### src/rtl/p405s_icu_bist_pkg.sv
// Shared types and constants for the ICU data-array March C- BIST.
// P405S_ICU_BIST_CKBD_EN adds a second checkerboard pass and widens the element code.
package p405s_icu_bist_pkg;

`ifdef P405S_ICU_BIST_CKBD_EN
  localparam int BIST_ELEM_W = 4;
`else
  localparam int BIST_ELEM_W = 3;
`endif

  localparam logic [127:0] BG_SOLID = '0;
  localparam logic [127:0] BG_CKBD  = {64{2'b01}};

  typedef enum logic [1:0] {
    ST_IDLE,
    ST_RUN,
    ST_DRAIN,
    ST_DONE
  } bist_state_e;

  typedef enum logic [2:0] {
    ELEM_M0 = 3'd0,
    ELEM_M1 = 3'd1,
    ELEM_M2 = 3'd2,
    ELEM_M3 = 3'd3,
    ELEM_M4 = 3'd4,
    ELEM_M5 = 3'd5
  } bist_elem_e;

  // rd_inv/wr_inv select ~B instead of B for the read-expect and write data.
  typedef struct packed {
    logic descend;
    logic has_read;
    logic has_write;
    logic rd_inv;
    logic wr_inv;
  } elem_info_t;

  function automatic logic elem_is_desc(bist_elem_e e);
    return (e == ELEM_M3) || (e == ELEM_M4);
  endfunction

  function automatic elem_info_t elem_info(bist_elem_e e);
    elem_info_t i;
    i = '0;
    i.descend = elem_is_desc(e);
    case (e)
      ELEM_M0: i.has_write = 1'b1;
      ELEM_M1, ELEM_M3: begin
        i.has_read  = 1'b1;
        i.has_write = 1'b1;
        i.wr_inv    = 1'b1;
      end
      ELEM_M2, ELEM_M4: begin
        i.has_read  = 1'b1;
        i.has_write = 1'b1;
        i.rd_inv    = 1'b1;
      end
      ELEM_M5: i.has_read = 1'b1;
      default: ;
    endcase
    return i;
  endfunction

endpackage

### src/rtl/p405s_icu_bist_cmp.sv
// Read-compare pipeline: registers the expected word of each read and checks the
// array data one cycle later, capturing only the first failing address/element.
module p405s_icu_bist_cmp
  import p405s_icu_bist_pkg::*;
#(
  parameter int ADDR_W = 9,
  parameter int DATA_W = 128
) (
  input  logic                   clk_i,
  input  logic                   rst_ni,
  input  logic                   clear_i,
  input  logic                   rd_i,
  input  logic [DATA_W-1:0]      exp_data_i,
  input  logic [ADDR_W-1:0]      addr_i,
  input  logic [BIST_ELEM_W-1:0] elem_i,
  input  logic [DATA_W-1:0]      rd_data_i,
  output logic                   fail_o,
  output logic [ADDR_W-1:0]      fail_addr_o,
  output logic [BIST_ELEM_W-1:0] fail_elem_o
);

  logic                   vld_q;
  logic [DATA_W-1:0]      exp_q;
  logic [ADDR_W-1:0]      addr_q;
  logic [BIST_ELEM_W-1:0] elem_q;
  logic                   fail_q, fail_d;
  logic [ADDR_W-1:0]      faddr_q, faddr_d;
  logic [BIST_ELEM_W-1:0] felem_q, felem_d;
  logic                   mismatch;

  assign mismatch = vld_q && (rd_data_i != exp_q);

  always_comb begin
    fail_d  = fail_q;
    faddr_d = faddr_q;
    felem_d = felem_q;
    if (clear_i) begin
      fail_d  = 1'b0;
      faddr_d = '0;
      felem_d = '0;
    end else if (mismatch && !fail_q) begin
      fail_d  = 1'b1;
      faddr_d = addr_q;
      felem_d = elem_q;
    end
  end

  always_ff @(posedge clk_i) begin
    if (!rst_ni) begin
      vld_q   <= 1'b0;
      exp_q   <= '0;
      addr_q  <= '0;
      elem_q  <= '0;
      fail_q  <= 1'b0;
      faddr_q <= '0;
      felem_q <= '0;
    end else begin
      vld_q <= rd_i;
      if (rd_i) begin
        exp_q  <= exp_data_i;
        addr_q <= addr_i;
        elem_q <= elem_i;
      end
      fail_q  <= fail_d;
      faddr_q <= faddr_d;
      felem_q <= felem_d;
    end
  end

  assign fail_o      = fail_q;
  assign fail_addr_o = faddr_q;
  assign fail_elem_o = felem_q;

endmodule

### src/rtl/p405s_icu_ram_bist_ctl.sv
// March C- BIST controller for one ICU data-array way (FSM plus element/address/phase counters).
// Define P405S_ICU_BIST_CKBD_EN to append a checkerboard-background pass after the solid pass.
module p405s_icu_ram_bist_ctl
  import p405s_icu_bist_pkg::*;
#(
  parameter int ADDR_W = 9,
  parameter int DATA_W = 128
) (
  input  logic                   CB,
  input  logic                   rstN,
  input  logic                   bist_start,
  input  logic [DATA_W-1:0]      bist_rd_data,
  output logic                   bist_mode,
  output logic                   bist_ce_n,
  output logic                   bist_we_n,
  output logic [ADDR_W-1:0]      bist_addr,
  output logic [DATA_W-1:0]      bist_wr_data,
  output logic                   bist_busy,
  output logic                   bist_done,
  output logic                   bist_fail,
  output logic [ADDR_W-1:0]      bist_fail_addr,
  output logic [BIST_ELEM_W-1:0] bist_fail_elem
);

  localparam logic [ADDR_W-1:0] AddrMax = '1;

  bist_state_e            state_q, state_d;
  bist_elem_e             elem_q, elem_d, elem_nxt;
  logic [ADDR_W-1:0]      addr_q, addr_d;
  logic                   phase_q, phase_d;
  logic                   pass_q;
  elem_info_t             info;
  logic                   run, start_acc, is_rd, is_wr, elem_end;
  logic [DATA_W-1:0]      bg, rd_exp, wr_pat;
  logic [BIST_ELEM_W-1:0] cur_elem;

`ifdef P405S_ICU_BIST_CKBD_EN
  logic pass_d;

  always_ff @(posedge CB) begin
    if (!rstN) pass_q <= 1'b0;
    else       pass_q <= pass_d;
  end

  assign cur_elem = {pass_q, elem_q};
`else
  assign pass_q   = 1'b0;
  assign cur_elem = elem_q;
`endif

  assign info      = elem_info(elem_q);
  assign elem_nxt  = bist_elem_e'(elem_q + 3'd1);
  assign run       = (state_q == ST_RUN);
  assign start_acc = bist_start && ((state_q == ST_IDLE) || (state_q == ST_DONE));
  // Read-write elements spend phase 0 reading and phase 1 writing the same address.
  assign is_rd     = run && info.has_read && !phase_q;
  assign is_wr     = run && info.has_write && (phase_q || !info.has_read);
  assign elem_end  = info.descend ? (addr_q == '0) : (addr_q == AddrMax);
  assign bg        = pass_q ? DATA_W'(BG_CKBD) : DATA_W'(BG_SOLID);
  assign rd_exp    = bg ^ {DATA_W{info.rd_inv}};
  assign wr_pat    = bg ^ {DATA_W{info.wr_inv}};

  always_comb begin
    state_d = state_q;
    elem_d  = elem_q;
    addr_d  = addr_q;
    phase_d = phase_q;
`ifdef P405S_ICU_BIST_CKBD_EN
    pass_d  = pass_q;
`endif
    unique case (state_q)
      ST_IDLE, ST_DONE: begin
        if (bist_start) begin
          state_d = ST_RUN;
          elem_d  = ELEM_M0;
          addr_d  = '0;
          phase_d = 1'b0;
`ifdef P405S_ICU_BIST_CKBD_EN
          pass_d  = 1'b0;
`endif
        end
      end
      ST_RUN: begin
        if (info.has_read && info.has_write && !phase_q) begin
          phase_d = 1'b1;
        end else begin
          phase_d = 1'b0;
          addr_d  = info.descend ? (addr_q - ADDR_W'(1)) : (addr_q + ADDR_W'(1));
          // Element boundary: jump straight to the next element's start address, no gap.
          if (elem_end) begin
            if (elem_q == ELEM_M5) begin
              elem_d = ELEM_M0;
              addr_d = '0;
`ifdef P405S_ICU_BIST_CKBD_EN
              if (pass_q) state_d = ST_DRAIN;
              else        pass_d  = 1'b1;
`else
              state_d = ST_DRAIN;
`endif
            end else begin
              elem_d = elem_nxt;
              addr_d = elem_is_desc(elem_nxt) ? AddrMax : '0;
            end
          end
        end
      end
      ST_DRAIN: state_d = ST_DONE;
      default:  state_d = ST_IDLE;
    endcase
  end

  always_ff @(posedge CB) begin
    if (!rstN) begin
      state_q <= ST_IDLE;
      elem_q  <= ELEM_M0;
      addr_q  <= '0;
      phase_q <= 1'b0;
    end else begin
      state_q <= state_d;
      elem_q  <= elem_d;
      addr_q  <= addr_d;
      phase_q <= phase_d;
    end
  end

  p405s_icu_bist_cmp #(
    .ADDR_W (ADDR_W),
    .DATA_W (DATA_W)
  ) u_cmp (
    .clk_i       (CB),
    .rst_ni      (rstN),
    .clear_i     (start_acc),
    .rd_i        (is_rd),
    .exp_data_i  (rd_exp),
    .addr_i      (addr_q),
    .elem_i      (cur_elem),
    .rd_data_i   (bist_rd_data),
    .fail_o      (bist_fail),
    .fail_addr_o (bist_fail_addr),
    .fail_elem_o (bist_fail_elem)
  );

  assign bist_mode    = run || (state_q == ST_DRAIN);
  assign bist_busy    = run || (state_q == ST_DRAIN);
  assign bist_done    = (state_q == ST_DONE);
  assign bist_ce_n    = !run;
  assign bist_we_n    = !is_wr;
  assign bist_addr    = addr_q;
  assign bist_wr_data = is_wr ? wr_pat : '0;

endmodule
### config.mk
export PLATFORM = sky130hd
export DESIGN_NAME = p405s_icu_ram_bist_ctl
export DESIGN_NICKNAME = d
export VERILOG_FILES = /design/src/rtl/p405s_icu_bist_pkg.sv /design/src/rtl/p405s_icu_bist_cmp.sv /design/src/rtl/p405s_icu_ram_bist_ctl.sv
export SDC_FILE = /design/constraint.sdc
export NUM_CORES = 1
export LEC_CHECK = 0
export BUFFER_PORTS_ARGS = -buffer_cell sky130_fd_sc_hd__buf_4
export CORE_ASPECT_RATIO = 2
export CORE_UTILIZATION = 59
export CTS_BUF_LIST = sky130_fd_sc_hd__clkbuf_16
export DETAILED_ROUTE_END_ITERATION = 6
export GPL_TIMING_DRIVEN = 0
export PLACE_DENSITY = 0.95
export SLEW_MARGIN = 20
export SYNTH_ARGS = -nofsm -noshare
export SYNTH_HDL_FRONTEND = slang
export SYNTH_HIERARCHICAL = 1
export SYNTH_SLANG_ARGS = --single-unit
export TNS_END_PERCENT = 10
### constraint.sdc
create_clock -name CB -period 15.6 [get_ports CB]
set_input_delay 0.78 -clock CB [delete_from_list [all_inputs] [get_ports CB]]
set_output_delay 0.78 -clock CB [all_outputs]
set_load 0.05 [all_outputs]
# Word-level counts from Yosys, hierarchy flattened
# Index checks and enable logic that the tools add are counted.
# totals
register_bits	42
input_bits	131
elab_cells	90
# classes
addsub	3
eq_ne	16
n_mux	26
bitwise	1
n_reduce_logical	33
# ops
operator	n
128-bit two-way mux	1
128-bit != test	1
9-bit two-way mux	6
9-bit one-hot mux with 2 select lines	1
3-bit two-way mux	4
5-bit OR reduction	2
9-bit by 1-bit adder with 9-bit output (second input constant)	1
3-bit by 2-bit == test with 1-bit output (second input constant)	3
3-bit == test (second input constant)	3
9-bit == test (second input constant)	1
1-bit logical AND	9
9-bit logical NOT	1
9-bit by 1-bit subtractor with 9-bit output (second input constant)	1
2-bit two-way mux	4
4-bit AND reduction	2
2-bit OR reduction	4
1-bit two-way mux	7
2-bit one-hot mux with 3 select lines	1
3-bit one-hot mux with 2 select lines	1
1-bit logical NOT	5
1-bit logical OR	5
2-bit == test (second input constant)	2
2-bit by 1-bit != test with 1-bit output (second input constant)	2
2-bit != test (second input constant)	2
other kinds (10)	10

# Longest topological paths before layout
# Gate-level depths: netlist of run 1.
# depth
word_depth	8
mapped_depth	11
depth_no_buf	10

# Hierarchy
# Netlist of run 1, hierarchy kept.
# by_module_without_submodules
module	instances	cells_per_inst	area_each_um2	seq_area_each_um2
p405s_icu_bist_cmp	1	680	7151.9	3083.0
p405s_icu_ram_bist_ctl	1	305	2341.0	300.3

# Worst setup path after synthesis of run 1
# No wires, ideal clock.
# synth_path
path_kind	register to output
from	register elem_q[2] (netlist: cur_elem[2])
to	output bist_wr_data[100]
t_arrival_ps	10330
required_ps	14820
slack_ps	4490
stages_incl_launch_ff	5
n_path_buf	1
path_cell_list	dfxtp_1 nor3_1 o21ai_0 nor3b_1 buf_4
# synth_via
elab_chain_len	7
elab_cells_between_ends	17
cone_classes	5 x eq/ne; 4 x mux; 8 x reduce/logical
# synth_lines
item	line_no	source
from (decl)	p405s_icu_ram_bist_ctl.sv:28	bist_elem_e elem_q, elem_d, elem_nxt;
from (signal assigned)	p405s_icu_ram_bist_ctl.sv:120	elem_q <= elem_d;
3-bit by 2-bit == test with 1-bit output (tied with other cells)	p405s_icu_bist_pkg.sv:47	case (e)
5-bit OR reduction (no source line)	--	
1-bit two-way mux	p405s_icu_bist_pkg.sv:47	
1-bit logical NOT	p405s_icu_ram_bist_ctl.sv:57	assign is_wr = run && info.has_write && (phase_q || !info.has_read);
1-bit logical OR	p405s_icu_ram_bist_ctl.sv:57	
1-bit logical AND	p405s_icu_ram_bist_ctl.sv:57	
128-bit two-way mux (*)	p405s_icu_ram_bist_ctl.sv:149	assign bist_wr_data = is_wr ? wr_pat : '0;
to (decl)	p405s_icu_ram_bist_ctl.sv:17	output logic [DATA_W-1:0] bist_wr_data,
# Mark *: on every way between the ends. The rest lies on a longest branch, timed or not.

# Worst setup path in the final report of run 1
# layout_path
from	register elem_q[0] (netlist: cur_elem[0])
to	output bist_wr_data[122]
# Same word-level chain as after synthesis.

==> results.yml, run 1 <==
worst_setup_path:
  cp_max_fo: 17
  crit_type: "reg2out"
  end_kind: "primary output"
  critical_path_required_ns: 14.82
  start_kind: "flop"
  crit_chain: "o21a_1 -> nor2b_1 -> o21ai_0 -> nor3b_2 -> buf_4 -> buf_4 -> buf_4 -> buf_4 -> buf_4 -> buf_4 -> buf_4 -> buf_4"
  slowest_stage: "nor3b_2"
  arrival_ns: 3.90
  crit_family: "buffers and inverters"
  crit_buf_inv: 8
  path_common_cell: "buf_4"
  slowest_delay_ns: 0.76
global_route:
  grt_pass1_wl_um: 40700
  overflow: 0
  grt_max_degree: 31
  antenna_found_initial: 0
  grt_pass1_vias: 7900
  track_usage_pct: 31.6
yosys:
  avgSynthCellArea_um2: 9.64
  syn-num-nets: 1127
  syn_inst: 985
  netlist_area_um2: 9490
  synth-seq-cells: 169
  ys_types: 56
  ys_seq_area_share_pct: 35.6
  synth_flop_cell: "dfxtp_1"
  synth-edff-count: 0
  yosysWarnings: 6
  async_flop_share_pct: 0
pwr:
  ir_drop_uv: 79.1
  total_power_uw: 1250
  power_density_nw_per_um2: 99.3
  p_leak_uw: 0.00565
placed_design:
  post-place-ws_ns: 11.40
  placed_cells: 1483
  port_buffers: 285
  dpl.hpwl_um: 19200
  place.gp.congestion: 0.905
sta:
  fmax_mhz: 214
  period_needed_ns: 4.68
  skew_ns: 0.0140
  rsz0062_at_grt: "false"
  finalWorstSetupSlack_ns: 10.92
  whs_ns: 0.459
  max_slew_margin_pct: 33.7
  finalSetupViolCount: 0
  fin_crit_sh_pct: 30.0
  worst_pin_slew_ns: 0.994
  hold_viol: 0
  finalMaxSlewViolations: 0
  fin_tns_setup_ns: 0
routing:
  route.detailed.drc: 0
  wl_um: 26300
  drtPass1Iterations: 4
  drt_iter0_drc: 371
  final_antenna_net_count: 0
  via_per_inst: 5.34
  avgRoutedWirePerCell_um: 17.4
  num_vias: 8089
clock_network:
  clk_latency_ns: 0.43
  clock-sinks: 169
  cts_tree: "yes"
  clockBufferDepth: 2
  postCtsHoldBufs: 0
  clkTransAtPathRegs_ns: 0.07
  postCtsResizedCells: 0
  cts_htree_levels: 4
  post_cts_buffers: 0
  cts_buffers: 17
  cts_root_buffer: "clkbuf_16"
layout:
  final_cells: 1515
  finalNetCount: 1443
  n_fill_cell: 935
  layout.cells.most_common_list: "421 x buf_4, 169 x dfxtp_1, 157 x mux2i_1, 143 x nor2b_1, 130 x xor2_1"
  area_growth_pct: 33.1
  drive_above_1_share_pct: 36.6
  final_common_cell: "buf_4"
  n_antenna_cell: 0
floorplanning:
  start_util_pct: 60.2
  dieArea_um2: 16600
  design.core.area_um2: 15800
  fp.dieW_um: 91.7
  die_h_um: 181
  io_pins: 286
  rows: 65
hold_path:
  hold_class: "reg2reg"
run:
  drv_cap: 0
run_status:
  status: "finished, final reports clean"
## cell type report
| cell class | count | area, um2 | share of cell area [%] |
|---|---|---|---|
| multi-input combinational | 642 | 4960 | 39.3 |
| sequential | 169 | 3380 | 26.8 |
| timing repair buffer | 297 | 2310 | 18.3 |
| buffer | 170 | 1150 | 9.12 |
| clock buffer | 17 | 425 | 3.37 |
| tap | 201 | 251 | 1.99 |
| clock inverter | 15 | 131 | 1.04 |
| inverter | 4 | 15.0 | 0.119 |
## registers in the layout, summed over array words and instances, names as in the netlist
name / count
cur_elem: 3
u_cmp/fail_elem_o: 3
u_cmp/fail_addr_o: 9
u_cmp/fail_o: 1
bist_addr: 9
state_q: 2
u_cmp/elem_q: 3
u_cmp/vld_q: 1
u_cmp/addr_q: 9
u_cmp/exp_q: 128
phase_q: 1
## kinds of logic after synthesis
| logic type | count (synthesis) | synth area share [%] |
|---|---|---|
| AOI/OAI and AO/OA | 45 | 3.48 |
| DFF | 169 | 35.6 |
| muxes | 158 | 16.7 |
| buffers and inverters | 174 | 12.3 |
| xor gates and xnor gates | 132 | 12.2 |
| adders and majority gates | 11 | 1.45 |
| and+or+nand+nor | 296 | 18.3 |
## per-stage QoR
stage	cell area, um2	utilization, %
global placement	11900	75.3
detailed placement	12100	76.5
floorplan	9490	-
CTS	12600	80.1
finish	12600	80.1
global route	12600	80.1
## worst register-to-register path, cell delays in order (launching register included)
cell	delay (ns)
dfxtp_1	0.47
or3b_1	0.46
nand2_2	0.18
buf_2	0.32
ha_1	0.31
nand2_1	0.14
a2111oi_0	0.10
or4b_4	0.59
a221oi_2	0.28
mux2i_1	0.21
a21oi_1	0.05
## path summary, 6_finish.rpt
| check | endpoint | slack [ns] | depth (start not counted) | start |
|---|---|---|---|---|
| min reg2reg | u_cmp/fail_addr_o[0]$_SDFFE_PP0P_ | 0.46 | 2 | u_cmp/fail_addr_o[0]$_SDFFE_PP0P_ |
| max | bist_wr_data[122] | 10.92 | 12 | cur_elem[0]$_SDFFE_PN0P_ |
| min | u_cmp/fail_addr_o[0]$_SDFFE_PP0P_ | 0.46 | 2 | u_cmp/fail_addr_o[0]$_SDFFE_PP0P_ |
| max reg2reg | bist_addr[7]$_SDFFE_PN0P_ | 12.39 | 10 | cur_elem[2]$_SDFFE_PN0P_ |
## synthesized netlist by cell type, drive strengths merged, types with 6 or more instances
cell	number	area (um2)
dfxtp	169	3380
mux2i	157	1570
buf	143	1050
nor2b	143	895
xor2	130	1140
nand2	52	198
nor4	37	244
clkbuf	27	101
ha	11	138
nand3	11	55.1
nand4	11	68.8
nor2	8	30.0
nand2b	7	43.8
o21ai	7	35.0
a21o	6	45.0
a21oi	6	33.8
## layer usage
layer	share of wire, %	wire length, um	up-vias	GRT usage, %
li1	-	-	3839	-
met1	33	8730	3706	30.9
met2	53	14000	436	57.7
met3	7.0	1830	108	6.49
met4	6.8	1800	0	22.6
met5	0	0	-	0
## where the power goes
part / internal [uW] / total (uW) / switching (uW)
clock: 211 / 406 / 196
combinational: 156 / 404 / 248
sequential: 437 / 444 / 7.54
total: 803 / 1250 / 451
No activity file was read; power rests on OpenSTA's default activity.
==> run 2: changes to the inputs <==
--- a/config.mk
+++ b/config.mk
@@ -7,11 +7,11 @@
 export LEC_CHECK = 0
 export BUFFER_PORTS_ARGS = -buffer_cell sky130_fd_sc_hd__buf_4
 export CORE_ASPECT_RATIO = 2
-export CORE_UTILIZATION = 59
+export CORE_UTILIZATION = 49
 export CTS_BUF_LIST = sky130_fd_sc_hd__clkbuf_16
 export DETAILED_ROUTE_END_ITERATION = 6
 export GPL_TIMING_DRIVEN = 0
-export PLACE_DENSITY = 0.95
+export PLACE_DENSITY = 0.88
 export SLEW_MARGIN = 20
 export SYNTH_ARGS = -nofsm -noshare
 export SYNTH_HDL_FRONTEND = slang
==> constraint.sdc (replaced) <==
create_clock -name CB -period 3.9 [get_ports CB]
set_input_delay 0.195 -clock CB [delete_from_list [all_inputs] [get_ports CB]]
set_output_delay 0.195 -clock CB [all_outputs]
set_load 0.05 [all_outputs]
==> run 2 against run 1 <==
Effect of this change:
- non-clock buffer count fell by 3
- count of clock-buffer cells in the layout unchanged
- critical path depth fell by 2
- hold slack got worse by 0.27 ns
- utilization fell by 13 points
- sequential cell count did not move
- critical endpoint is now bist_wr_data[106]
==> results.yml, run 2 (synthesis results as in run 1) <==
run_status:
  status: "finished, final reports clean"
layout:
  area_growth_pct: 33.8
  n_antenna_cell: 0
  finalNetCount: 1440
  final_cell_area_um2: 12700
  n_fill_cell: 1478
  largest_register_ff_count: 128
  utilization_pct: 67.1
  final_cells: 1565
  final_common_cell: "buf_4"
  layout.cells.most_common_list: "414 x buf_4, 167 x dfxtp_1, 157 x mux2i_1, 142 x nor2b_1, 130 x xor2_1"
  drive_above_1_share_pct: 36.6
  top_register: "u_cmp/exp_q"
sta:
  worst_pin_slew_ns: 0.922
  finalMaxSlewViolations: 0
  fin_crit_sh_pct: 86.4
  max_slew_margin_pct: 38.0
  fmax_mhz: 297
  finalSetupViolCount: 0
  whs_ns: 0.184
  hold_viol: 0
  period_needed_ns: 3.37
  skew_ns: 0.0132
  rsz0062_at_grt: "false"
worst_setup_path:
  crit_buf_inv: 7
  start_kind: "flop"
  slowest_stage: "nor3b_4"
  crit_type: "reg2out"
  crit_cells: 10
  rr_endpoint: "bist_addr[7]$_SDFFE_PN0P_"
  crit_chain: "nor3_2 -> o21ai_4 -> nor3b_4 -> buf_8 -> buf_6 -> buf_6 -> buf_6 -> buf_6 -> buf_4 -> buf_4"
  crit_family: "buffers and inverters"
  path_common_cell: "buf_6"
  rr_worst_depth: 10
  end_kind: "primary output"
  arrival_ns: 3.17
  slowest_delay_ns: 0.47
  cp_max_fo: 25
  r2r_slack_ns: 0.71
  critical_path_required_ns: 3.70
  r2r_start: "cur_elem[2]$_SDFFE_PN0P_"
routing:
  avgRoutedWirePerCell_um: 16.3
  drt_iter0_drc: 191
  final_antenna_net_count: 0
  drtPass1Iterations: 4
  wl_um: 25500
  num_vias: 7715
  via_per_inst: 4.93
  route.detailed.drc: 0
pwr:
  power_frac_seq_pct: 35.9
  pwr-share-clk_pct: 31.4
  switchingPower_uw: 1720
  power_frac_comb_pct: 32.7
  p_leak_uw: 0.00562
  power_density_nw_per_um2: 391
  total_power_uw: 4960
  power.internal_uw: 3250
  ir_drop_uv: 412
  switching_share_pct: 34.6
clock_network:
  cts_root_buffer: "clkbuf_16"
  cts_buffers: 17
  cts_htree_levels: 4
  postCtsHoldBufs: 0
  clock-sinks: 169
  clkTransAtPathRegs_ns: 0.06
  cts_tree: "yes"
  post_cts_buffers: 0
  clockBufferDepth: 2
  postCtsResizedCells: 0
  clk_latency_ns: 0.42
global_route:
  grt_pass1_wl_um: 38700
  track_usage_pct: 25.4
  antenna_found_initial: 0
  grt_pass1_vias: 7560
  overflow: 0
  grt_max_degree: 33
hold_path:
  hp-start: "bist_start"
  hold_class: "in2reg"
  holdPathStages: 3
  min_to: "phase_q$_SDFFE_PN0P_"
placed_design:
  port_buffers: 285
  postPlaceCellArea_um2: 12200
  place.gp.congestion: 0.908
  dpl.hpwl_um: 19500
  placed_cells: 1534
floorplanning:
  fp.dieW_um: 100
  dieArea_um2: 20000
  rows: 71
  io_pins: 286
  start_util_pct: 50.2
  die_h_um: 199
  design.core.area_um2: 18900
run:
  drv_cap: 0
## run 2: cell types whose count changed in the layout (fill, tap and decap cells not counted), sizes merged
| cell | before | now |
|---|---|---|
| inv | 15 | 8 |
| clkinv | 2 | 6 |
| buf | 440 | 437 |
| bufinv | 0 | 1 |
| clkinvlp | 2 | 3 |
## run 2: tightest hold or removal path, stage by stage
cell and delay (ns):
buf_4 0.10, mux2_2 0.16, o21a_1 0.10
## run 2: stage by stage
| stage | setup TNS [ns] | setup slack, ns |
|---|---|---|
| 3_5_place_dp | 0 | 0.765 |
| 3_3_place_gp | -256.62 | -1.48 |
| 4_1_cts | 0 | 0.495 |
| 2_1_floorplan | -53.75 | -0.423 |
| 6_report | 0 | 0.531 |
| 5_1_grt | 0 | 0.300 |
## run 2: final cells by class
cell class              instances  area, um2  share of cell area, %
flip-flops and latches        169       3390                   26.7
plain buffers                 170       1150                   9.07
inverters                       4       15.0                  0.118
multi-input cells             642       4990                   39.3
repair buffers                294       2310                   18.2
clock buffers                  17        425                   3.35
clock inverters                14        106                  0.837
well taps                     255        319                   2.51
## run 2: how the worst max path moves through the flow
stage | startpoint | endpoint | slack, ns
final | cur_elem[2]$_SDFFE_PN0P_ | bist_wr_data[106] | 0.53
after global routing | cur_elem[2]$_SDFFE_PN0P_ | bist_wr_data[106] | 0.30
after global placement | cur_elem[2]$_SDFFE_PN0P_ | u_cmp/exp_q[63]$_SDFFE_PN0P_ | -1.48
after floorplan | cur_elem[1]$_SDFFE_PN0P_ | bist_wr_data[100] | -0.42
after detailed placement | cur_elem[2]$_SDFFE_PN0P_ | bist_addr[7]$_SDFFE_PN0P_ | 0.77
after CTS | cur_elem[2]$_SDFFE_PN0P_ | bist_wr_data[106] | 0.49
## run 2: routing by layer
| layer | part of all wire [%] | vias to the layer above | global-route usage [%] |
|---|---|---|---|
| li1 | - | 3819 | - |
| met1 | 35 | 3515 | 23.8 |
| met2 | 54 | 309 | 49.1 |
| met3 | 5.6 | 72 | 4.57 |
| met4 | 5.5 | 0 | 16.0 |
| met5 | 0 | - | 0 |
## run 2: power groups by stage
stage / sequential, uW / clock, uW / combinational, uW
final: 1780 / 1560 / 1620
after global routing: 1780 / 1660 / 1700
after CTS: 1780 / 1590 / 1630
after detailed placement: 1820 / 0 / 1620
after global placement: 1820 / 0 / 1610
after floorplan: 1820 / 0 / 1150
